<file path="src/rtl/exc_ctrl.sv">
// Writeback exception/ERTN commit controller: prioritises exception flags,
// pulses the CSR commit strobes, flushes younger stages and holds a redirect.
module exc_ctrl #(
  parameter int CNT_W = 16
) (
  input  logic             clk,
  input  logic             rst,
  input  logic             ws_valid,
  input  logic [31:0]      ws_pc,
  input  logic [31:0]      ws_vaddr,
  input  logic [5:0]       ws_ex_flags,
  input  logic             ws_ertn,
  input  logic [31:0]      ex_entry,
  input  logic [31:0]      ertn_entry,
  output logic             wb_ex,
  output logic [5:0]       wb_ecode,
  output logic [8:0]       wb_esubcode,
  output logic [31:0]      wb_pc,
  output logic [31:0]      wb_vaddr,
  output logic             ertn_flush,
  output logic             ws_commit,
  output logic             flush,
  output logic             redirect_valid,
  output logic [31:0]      redirect_pc,
  input  logic             redirect_ready,
  output logic [CNT_W-1:0] ex_cnt
);

  typedef enum logic {IDLE = 1'b0, REDIR = 1'b1} state_t;

  state_t            state_r;
  logic [31:0]       redirect_pc_r;
  logic [CNT_W-1:0]  ex_cnt_r;
  logic              idle_s;
  logic              any_ex_s;
  logic              trig_ex_s;
  logic              trig_ertn_s;

  // Flag order is {ale, brk, sys, ine, adef, int}; lowest bit has highest priority.
  function automatic logic [5:0] ecode_of(input logic [5:0] flags);
    logic [5:0] code;
    if (flags[0]) begin
      code = 6'h00;
    end else if (flags[1]) begin
      code = 6'h08;
    end else if (flags[2]) begin
      code = 6'h0D;
    end else if (flags[3]) begin
      code = 6'h0B;
    end else if (flags[4]) begin
      code = 6'h0C;
    end else if (flags[5]) begin
      code = 6'h09;
    end else begin
      code = 6'h00;
    end
    return code;
  endfunction

  // Trigger decode; WB inputs are only honoured while idle.
  always_comb begin
    idle_s      = (state_r == IDLE);
    any_ex_s    = |ws_ex_flags;
    trig_ex_s   = idle_s & ws_valid & any_ex_s;
    trig_ertn_s = idle_s & ws_valid & ws_ertn & ~any_ex_s;
  end

  assign wb_ex          = trig_ex_s;
  assign ertn_flush     = trig_ertn_s;
  assign wb_ecode       = ecode_of(ws_ex_flags);
  assign wb_esubcode    = 9'd0;
  assign wb_pc          = ws_pc;
  assign wb_vaddr       = ws_vaddr;
  assign ws_commit      = idle_s & ws_valid & ~any_ex_s & ~ws_ertn;
  assign flush          = trig_ex_s | trig_ertn_s | ~idle_s;
  assign redirect_valid = ~idle_s;
  assign redirect_pc    = redirect_pc_r;
  assign ex_cnt         = ex_cnt_r;

  // Redirect FSM; entry addresses are captured before the CSR update lands.
  always_ff @(posedge clk) begin
    if (rst) begin
      state_r       <= IDLE;
      redirect_pc_r <= 32'h0000_0000;
    end else begin
      case (state_r)
        IDLE: begin
          if (trig_ex_s) begin
            state_r       <= REDIR;
            redirect_pc_r <= ex_entry;
          end else if (trig_ertn_s) begin
            state_r       <= REDIR;
            redirect_pc_r <= ertn_entry;
          end else begin
            state_r       <= IDLE;
          end
        end
        REDIR: begin
          if (redirect_ready) begin
            state_r <= IDLE;
          end else begin
            state_r <= REDIR;
          end
        end
        default: begin
          state_r <= IDLE;
        end
      endcase
    end
  end

  // Saturating debug count of committed exceptions.
  always_ff @(posedge clk) begin
    if (rst) begin
      ex_cnt_r <= {CNT_W{1'b0}};
    end else if (trig_ex_s && (ex_cnt_r != {CNT_W{1'b1}})) begin
      ex_cnt_r <= ex_cnt_r + {{(CNT_W-1){1'b0}}, 1'b1};
    end else begin
      ex_cnt_r <= ex_cnt_r;
    end
  end

endmodule
</file>
<file path="config.mk">
export PLATFORM = sky130hd
export DESIGN_NAME = exc_ctrl
export DESIGN_NICKNAME = d
export VERILOG_FILES = /design/src/rtl/exc_ctrl.sv
export SDC_FILE = /design/constraint.sdc
export NUM_CORES = 1
export LEC_CHECK = 0
export ABC_AREA = 1
export ABC_CLOCK_PERIOD_IN_PS = 1400
export CAP_MARGIN = 10
export CORE_ASPECT_RATIO = 0.6
export CORE_MARGIN = 2
export CORE_UTILIZATION = 34
export CTS_BUF_LIST = sky130_fd_sc_hd__clkbuf_8
export CTS_CLUSTER_SIZE = 28
export DETAILED_ROUTE_END_ITERATION = 10
export PLACE_DENSITY = 0.87
export SLEW_MARGIN = 5
export SYNTH_ARGS = -nofsm -noshare
export SYNTH_HDL_FRONTEND = slang
export SYNTH_SLANG_ARGS = --single-unit
</file>
<file path="constraint.sdc">
create_clock -name clk -period 1.4 [get_ports clk]
set_input_delay 0.28 -clock clk [delete_from_list [all_inputs] [get_ports clk]]
set_output_delay 0.28 -clock clk [all_outputs]
set_load 0.01 [all_outputs]
</file>
==> reports/results.ini <==
[outcome]
status=finished with violations
violations=setup timing

[placement]
hpwl_microns=7180
io_buffer_count=131
dpl_cell_area_sq_um=4370
pre_cts_ws_ns=-0.726
globalplace.congestion=0.837

[synth]
yosys_warnings=0
ys_ff_latch=49
synthTopCellsByCount=113 x nand2_1, 85 x inv_1, 78 x buf_4, 67 x nor2_1, 49 x dfxtp_1
synth.area.top_cells=dfxtp_1 29%, buf_4 18%, nand2_1 13%, inv_1 9.6%, nor2_1 7.6%
synth_flop_cell=dfxtp_1
synth_edf_count=0
avgSynthCellArea_sq_um=6.30
yosys.cell_count.top_type=nand2_1
synthArstFlopShare_pct=0
synthCells=528
synthDominantCellAreaShare_pct=29.5
syn_area_sq_um=3330
seq_area_frac_synth_pct=29.5
synth_largest_area_cell=dfxtp_1
ys_types=28

[timing]
skew_ns=0.00761
tns_ns=-0.151
rsz0062_at_grt=yes
holdWs_ns=0.514
hold_violations=0
maxSlewViolCount=0
period_needed_ns=1.48
setup_viol=3
setup_slack_ns=-0.0819
timing.fmax_ghz=0.675
final.period_utilization_pct=106

[floorplan]
coreArea_sq_um=9320
fp.dieH_microns=80.6
die-area_sq_um=10600
initial_utilization_pct=35.7
ios=271
die_w_microns=132
num_rows=27

[detailed_routing]
ant_nets=0
drc=0
routed_wl_microns=9930
routedWlPerCell_microns=13.4
drt_iter0_drc=147
wl_met2_microns=4190
highest_layer=met4
dr.pass1.iters=4
via_per_inst=4.45
vias=3308
wl_met1_microns=4340
route.met3.wl_microns=1350

[cells_and_area]
num-nets-final=752
syn_to_final_growth_pct=41.0
multi_input_area_sq_um=1600
fillers=908
n_antenna_cell=0
register_area_sq_um=1010
drive_gt1_share_pct=17.9
stdcell_area_sq_um=4690

[min_path]
hold_start=ex_cnt[12]
holdCritPathClass=reg2reg

[clocking]
worst_skew_pair.late_latency_ns=0.31
cts_htree_levels=2
cts_buffers=5
cts_root_buffer=clkbuf_8
cts_sinks=49
ctsLongestPathBuffers=2
cts_tree=done
clkTransAtPathRegs_ns=0.10
cts_hold_buffers=0

[pwr]
pwr_density_cell_nw_per_um2=768
power_mw=3.60
p_leak_nw=2.44
ir_worst_vdd_uv=383

[run]
max_cap_violations=0

[global_route]
grt_overflow=0
grt_antenna_before_repair=0
grt_max_degree=34
grt_pass1_vias=3190
grt_pass1_wl_microns=15600
track_usage_pct=18.4

[setup_path]
crit_top_cell=buf_6
cpMaxStageDelayCell=buf_6
crit_chain=buf_8 -> nor2_4 -> buf_6 -> nand3_4 -> buf_6 -> nand2_8 -> nand2_4 -> inv_2 -> nand2_1 -> buf_2
crit_required_ns=1.12
criticalPathCategory=in2out
crit_buf_inv=5
crit_path_max_incr_delay_ns=0.16
r2r_start=ex_cnt[1]
cp_max_fo=4
worstPathArrival_ns=1.20
start_kind=input pin
crit_family=buffers and inverters
setup.worst_path.start=ws_ex_flags[5]
end_kind=primary output

## layout make-up
cell class	count	area share [%]
multi-input combinational	310	34.1
timing repair buffer	159	31.4
sequential	49	21.5
inverter	87	7.02
tap	130	3.47
clock buffer	6	1.76
clock inverter	2	0.800
## cells by family (layout without fill, tap and decap cells)
group | Yosys count | after routing | synth area share [%]
DFF | 49 | 49 | 29.5
adders and majority gates | 1 | 1 | 0.376
other | 1 | 11 | 0.113
AOI/OAI and AO/OA | 82 | 82 | 12.5
xor gates and xnor gates | 5 | 5 | 1.32
buffers and inverters | 179 | 254 | 29.8
and+or+nand+nor | 211 | 211 | 26.4
## tightest hold or removal path: cells and delay by family (launching register included)
| kind | cells | cell delay (ns) |
|---|---|---|
| flip-flops | 1 | 0.36 |
| AND/OR/NAND/NOR | 1 | 0.07 |
| AO/OA/AOI/OAI | 1 | 0.06 |
## through the flow
step	utilization (%)	std cells
after floorplan	-	538
after global placement	46.8	728
after detailed placement	46.8	728
after CTS	48.2	741
after global routing	50.3	743
final	50.3	743
## registers in the layout (all words and copies together), names as in the netlist
name and flops:
ex_cnt 16, redirect_valid 1, redirect_pc 32
## cell usage in the layout (no fill, tap or decap), drive strengths merged, types with 2 or more instances in the layout
cell type	netlist	layout
dfxtp	49	49
buf	83	39
o21ai	35	35
nand2	118	118
clkdlybuf4s15	0	3
inv	87	87
xor2	3	3
clkbuf	9	6
clkdlybuf4s50	0	66
a21oi	46	46
nor2	74	74
xnor2	2	2
conb	1	11
nand3	15	15
dlygate4sd2	0	51
## power breakdown
part           internal (mW)  leakage [nW]  switching (mW)
clock                  0.582        0.0574           0.503
combinational          0.479          1.98           0.490
sequential              1.49         0.411          0.0530
total                   2.55          2.44            1.05
## routing by layer
layer | up-vias | global-route usage, %
met5 | - | 2.02
met4 | 0 | 2.93
met3 | 4 | 10.8
met2 | 185 | 28.3
met1 | 1448 | 22.5
li1 | 1671 | -
## what timing repair did
action / in CTS / in global routing
gates resized for setup: 128 / 54
setup endpoints to repair: 105 / 47
pin swaps: 11 / 18
buffers inserted: 5 / 4
## worst paths after layout
path | endpoint | slack (ns) | cells after the start
worst max-delay path | flush | -0.08 | 10
worst max register to register | ex_cnt[12] | 0.05 | 8
worst min-delay path | ex_cnt[12] | 0.51 | 2
worst min register to register | ex_cnt[12] | 0.51 | 2
(Power assumes the default switching activity.)
